File: src/rtl/crosswalk_request.sv
// Crosswalk push-button front end: sync, debounce, edge detect and a
// sticky request FSM per crossing, with a hold-off window after service.

module crosswalk_channel #(
   parameter int DEBOUNCE_CYCLES = 16,
   parameter int HOLDOFF_CYCLES  = 32
) (
   input  logic clk,
   input  logic reset_n,
   input  logic btn,
   input  logic clear,
   output logic crosswalk,
   output logic holdoff
);

   localparam int MAXC = (DEBOUNCE_CYCLES > HOLDOFF_CYCLES) ?
                         DEBOUNCE_CYCLES : HOLDOFF_CYCLES;
   localparam int CW = (MAXC < 1) ? 1 : $clog2(MAXC + 1);

   localparam logic [CW-1:0] DEB_LAST  = CW'(DEBOUNCE_CYCLES - 1);
   localparam logic [CW-1:0] HOLD_LOAD = CW'(HOLDOFF_CYCLES);
   localparam logic [CW-1:0] ONE       = CW'(1);

   typedef enum logic [1:0] {
      IDLE    = 2'd0,
      PENDING = 2'd1,
      HOLDOFF = 2'd2
   } state_t;

   logic          sync_a;
   logic          sync_b;
   logic          deb;
   logic          deb_prev;
   logic [CW-1:0] dcnt;
   logic          press;
   state_t        state;
   state_t        state_next;
   logic [CW-1:0] hcnt;
   logic [CW-1:0] hcnt_next;
   logic          crosswalk_q;
   logic          holdoff_q;

   // Two-flop synchroniser for the raw asynchronous button.
   always_ff @(posedge clk) begin
      if (reset_n) begin
         sync_a <= 1'b0;
         sync_b <= 1'b0;
      end else begin
         sync_a <= btn;
         sync_b <= sync_a;
      end
   end

   // Debouncer: level flips only after DEBOUNCE_CYCLES consecutive mismatches.
   always_ff @(posedge clk) begin
      if (reset_n) begin
         deb      <= 1'b0;
         deb_prev <= 1'b0;
         dcnt     <= '0;
      end else begin
         deb_prev <= deb;
         if (sync_b == deb) begin
            dcnt <= '0;
         end else if (dcnt == DEB_LAST) begin
            deb  <= ~deb;
            dcnt <= '0;
         end else begin
            dcnt <= dcnt + ONE;
         end
      end
   end

   // One pulse per debounced rising edge; a held button never re-fires.
   assign press = deb & ~deb_prev;

   // Request state, hold-off counter and registered output decodes.
   always_ff @(posedge clk) begin
      if (reset_n) begin
         state       <= IDLE;
         hcnt        <= '0;
         crosswalk_q <= 1'b0;
         holdoff_q   <= 1'b0;
      end else begin
         state       <= state_next;
         hcnt        <= hcnt_next;
         crosswalk_q <= (state_next == PENDING);
         holdoff_q   <= (state_next == HOLDOFF);
      end
   end

   // Next-state logic: press arms, clear starts hold-off, hold-off expires.
   always_comb begin
      state_next = state;
      hcnt_next  = hcnt;
      unique case (state)
         IDLE: begin
            if (press) begin
               state_next = PENDING;
            end
         end
         PENDING: begin
            if (clear) begin
               state_next = HOLDOFF;
               hcnt_next  = HOLD_LOAD;
            end
         end
         HOLDOFF: begin
            if (hcnt <= ONE) begin
               state_next = IDLE;
               hcnt_next  = '0;
            end else begin
               hcnt_next = hcnt - ONE;
            end
         end
         default: begin
            state_next = IDLE;
            hcnt_next  = '0;
         end
      endcase
   end

   assign crosswalk = crosswalk_q;
   assign holdoff   = holdoff_q;

endmodule

module crosswalk_request #(
   parameter int DEBOUNCE_CYCLES = 16,
   parameter int HOLDOFF_CYCLES  = 32
) (
   input  logic clk,
   input  logic reset_n,
   input  logic btn_0,
   input  logic btn_1,
   input  logic clear_0,
   input  logic clear_1,
   output logic crosswalk_0,
   output logic crosswalk_1,
   output logic holdoff_0,
   output logic holdoff_1
);

   // North crossing.
   crosswalk_channel #(
      .DEBOUNCE_CYCLES (DEBOUNCE_CYCLES),
      .HOLDOFF_CYCLES  (HOLDOFF_CYCLES)
   ) u_ch0 (
      .clk       (clk),
      .reset_n   (reset_n),
      .btn       (btn_0),
      .clear     (clear_0),
      .crosswalk (crosswalk_0),
      .holdoff   (holdoff_0)
   );

   // West crossing.
   crosswalk_channel #(
      .DEBOUNCE_CYCLES (DEBOUNCE_CYCLES),
      .HOLDOFF_CYCLES  (HOLDOFF_CYCLES)
   ) u_ch1 (
      .clk       (clk),
      .reset_n   (reset_n),
      .btn       (btn_1),
      .clear     (clear_1),
      .crosswalk (crosswalk_1),
      .holdoff   (holdoff_1)
   );

endmodule
File: config.mk
export PLATFORM = sky130hd
export DESIGN_NAME = crosswalk_request
export DESIGN_NICKNAME = d
export VERILOG_FILES = /design/src/rtl/crosswalk_request.sv
export SDC_FILE = /design/constraint.sdc
export NUM_CORES = 1
export LEC_CHECK = 0
export BUFFER_PORTS_ARGS = -buffer_cell sky130_fd_sc_hd__buf_2
export CAP_MARGIN = 20
export CORE_ASPECT_RATIO = 1.2
export CORE_MARGIN = 4
export CORE_UTILIZATION = 25
export DETAILED_ROUTE_END_ITERATION = 10
export PLACE_DENSITY = 0.35
export SYNTH_ARGS = -nofsm -noshare
export SYNTH_HDL_FRONTEND = slang
export SYNTH_SLANG_ARGS = --single-unit
File: constraint.sdc
create_clock -name clk -period 1.9 [get_ports clk]
set_input_delay 0.095 -clock clk [delete_from_list [all_inputs] [get_ports clk]]
set_output_delay 0.095 -clock clk [all_outputs]
set_load 0.03 [all_outputs]
==> impl_metrics.env <==
export IMPL_grt_usage=0.0852
export IMPL_vias=1351
export IMPL_clk_pin_slew_ns=0.08
export IMPL_drv_slew=0
export IMPL_grt_pass1_vias=1381
export IMPL_grt_overflow=0
export IMPL_grt_start_max_net_pins=26
export IMPL_ys_ff_latch=40
export IMPL_placementRows=34
export IMPL_worst_pin_slew_ns=0.456
export IMPL_setup_viol=0
export IMPL_rsz0062_at_grt="false"
export IMPL_placed_cells=292
export IMPL_num_fill_cells=786
export IMPL_firstDrtPassIters=4
export IMPL_syn_inst=196
export IMPL_synth_top_cell_by_area="dfxtp_1"
export IMPL_cts_sinks=40
export IMPL_period_share=0.935
export IMPL_clockBufferDepth=2
export IMPL_async_flop_share=0
export IMPL_die_area_sq_mm=0.00890
export IMPL_start_util=0.257
export IMPL_hold_path_class="primary input to flop"
export IMPL_dp_slack_ns=0.0726
export IMPL_seq_area_frac_synth=0.430
export IMPL_syn_num_nets=216
export IMPL_syn2layout_area_growth_pct=14.9
export IMPL_stdcell_count=300
export IMPL_seqCellArea_sq_um=803
export IMPL_cts_tree="built"
export IMPL_clock_skew_ns=0.00374
export IMPL_crit_fanout=6
export IMPL_avgRoutedWirePerCell_microns=11.5
export IMPL_required_ns=2.12
export IMPL_antenna_found_initial=0
export IMPL_critPathLaunchType="flop"
export IMPL_fmaxAchievable_mhz=563
export IMPL_post_drt_via_cell_ratio=4.50
export IMPL_ant_nets=0
export IMPL_syn_area_sq_mm=0.00186
export IMPL_dpl_hpwl_mm=2.57
export IMPL_ys_flop_type="dfxtp_1"
export IMPL_ys_warn_count=0
export IMPL_synthTopCellsByArea="dfxtp_1 43%, ha_1 9.4%, xnor2_1 5.6%, nor2_1 5.4%, xor2_1 2.8%"
export IMPL_drc=0
export IMPL_synth_edff_count=0
export IMPL_cts_root_buf="clkbuf_8"
export IMPL_drt_iter0_drc=40
export IMPL_critical_path_class="flop to flop"
export IMPL_yosys_area_top_type_share=0.430
export IMPL_io_pins=10
export IMPL_fin_nets=229
export IMPL_leakage_nw=0.808
export IMPL_hold_viol=0
export IMPL_clkLatencyLatePin_ns=0.29
export IMPL_post_cts_setup_buffer_count=0
export IMPL_antenna_cells=0
export IMPL_ir_worst_vdd_mv=0.443
export IMPL_cap_violations=0
export IMPL_status="completed"
export IMPL_p_per_area_mw_per_mm2=752
export IMPL_tns_ns=0
export IMPL_finalWirelength_mm=3.44
export IMPL_yosysUniqueCellTypes=40
export IMPL_gp_congestion=0.759
export IMPL_slew_headroom=0.696
export IMPL_core_area_sq_mm=0.00723
export IMPL_avgSynthCellArea_sq_um=9.50
export IMPL_die_h_microns=103
export IMPL_cts_made_buffers=5
export IMPL_grt_pass1_wl_mm=5.91
export IMPL_utilization=0.296
export IMPL_multi_input_area_sq_mm=0.00101
export IMPL_cts_max_level=2
export IMPL_chipWidth_microns=86.8
export IMPL_io_buffers=9
export IMPL_fin_ws_ns=0.124
export IMPL_worstPathArrival_ns=2.00
export IMPL_cp_end_kind="flop"
export IMPL_fin_crit_ns=1.78
export IMPL_layout_drive_gt1_share=0.143
-- worst paths after layout --
check / from / endpoint / slack, ns / cells past startpoint
max: u_ch1.state[1] / u_ch1.hcnt[5] / 0.12 / 6
min: btn_1 / u_ch1.sync_a / 0.02 / 2
max reg2reg: u_ch1.state[1] / u_ch1.hcnt[5] / 0.12 / 6
min reg2reg: u_ch0.sync_a / u_ch0.sync_b / 0.45 / 1
-- cell type report --
cell class,count,area share
clock inverters,2,0.0181
multi-input cells,142,0.473
well taps,90,0.0527
clock buffers,6,0.0386
flip-flops and latches,40,0.376
repair buffers,10,0.0246
inverters,10,0.0176
-- cells in the final DEF (no fill, tap or decap), drive strengths merged, types with 2 or more instances in the layout --
cell type,n
nand3,4
xor2,6
dfxtp,40
nor4,2
clkbuf,6
or3,8
mux2i,2
nor3b,4
nand2b,5
nor4bb,2
nand3b,2
nand2,6
o22ai,2
nor2b,8
nor2,27
xnor2,12
and2,4
a21oi,9
inv,10
o21ai,2
nor3,7
buf,10
ha,14
-- through the flow --
stage          hold WS (ns)  cell area, sq um  total power [mW]
6_report             0.0186              2140              1.61
5_1_grt              0.0266              2140              1.68
4_1_cts              0.0140              2130              1.64
3_5_place_dp          0.324              2010             0.893
3_3_place_gp          0.306              2010             0.892
2_1_floorplan         0.223              1860             0.882
-- metal layers --
metal | vias to the layer above | track usage | routed length [microns]
met5 | - | 0 | 0
li1 | 688 | - | -
met2 | 14 | 0.152 | 1790
met3 | 11 | 0.0216 | 85
met4 | 0 | 0.0564 | 108
met1 | 638 | 0.0877 | 1450
-- kinds of logic after synthesis --
kind of cell	synth area share
AND/OR/NAND/NOR	0.255
flip-flops	0.430
AO/OA/AOI/OAI	0.0975
XOR/XNOR	0.0847
buffers and inverters	0.0282
adder cells (fa/ha/maj)	0.0941
multiplexers	0.0108
-- synthesized netlist by cell type (5+ instances only) --
cell,number
dfxtp_1,40
nor2_1,27
ha_1,14
xnor2_1,12
inv_1,10
a21oi_1,9
nor2b_1,8
nor3_1,7
nand2_1,6
or3_1,6
xor2_1,6
nand2b_1,5
-- registers in the layout, indices dropped and copies added, names as in the netlist, 2 cells and up --
signal,count
u_ch1.dcnt,6
u_ch0.hcnt,6
u_ch0.state,2
u_ch1.hcnt,6
u_ch1.state,2
u_ch0.dcnt,6
-- power breakdown --
group          leakage, nW  internal, mW  switching [mW]
Clock               0.0614         0.430           0.308
Combinational        0.422        0.0110          0.0157
Sequential           0.324         0.843         0.00229
-- timing repair --
item | 4_1_cts | 5_1_grt
setup endpoints to repair | 0 | 3
hold buffers | 0 | 0
hold endpoints to repair | 0 | 0
resized for setup | 0 | 3
-- worst max-delay path, stage by stage, from the launching register on --
cell and delay, ns:
dfxtp_1 0.38, inv_1 0.08, ha_1 0.22, nor2b_1 0.21, or2_4 0.28, or3_1 0.39, o22ai_1 0.14
(Power assumes the default switching activity.)
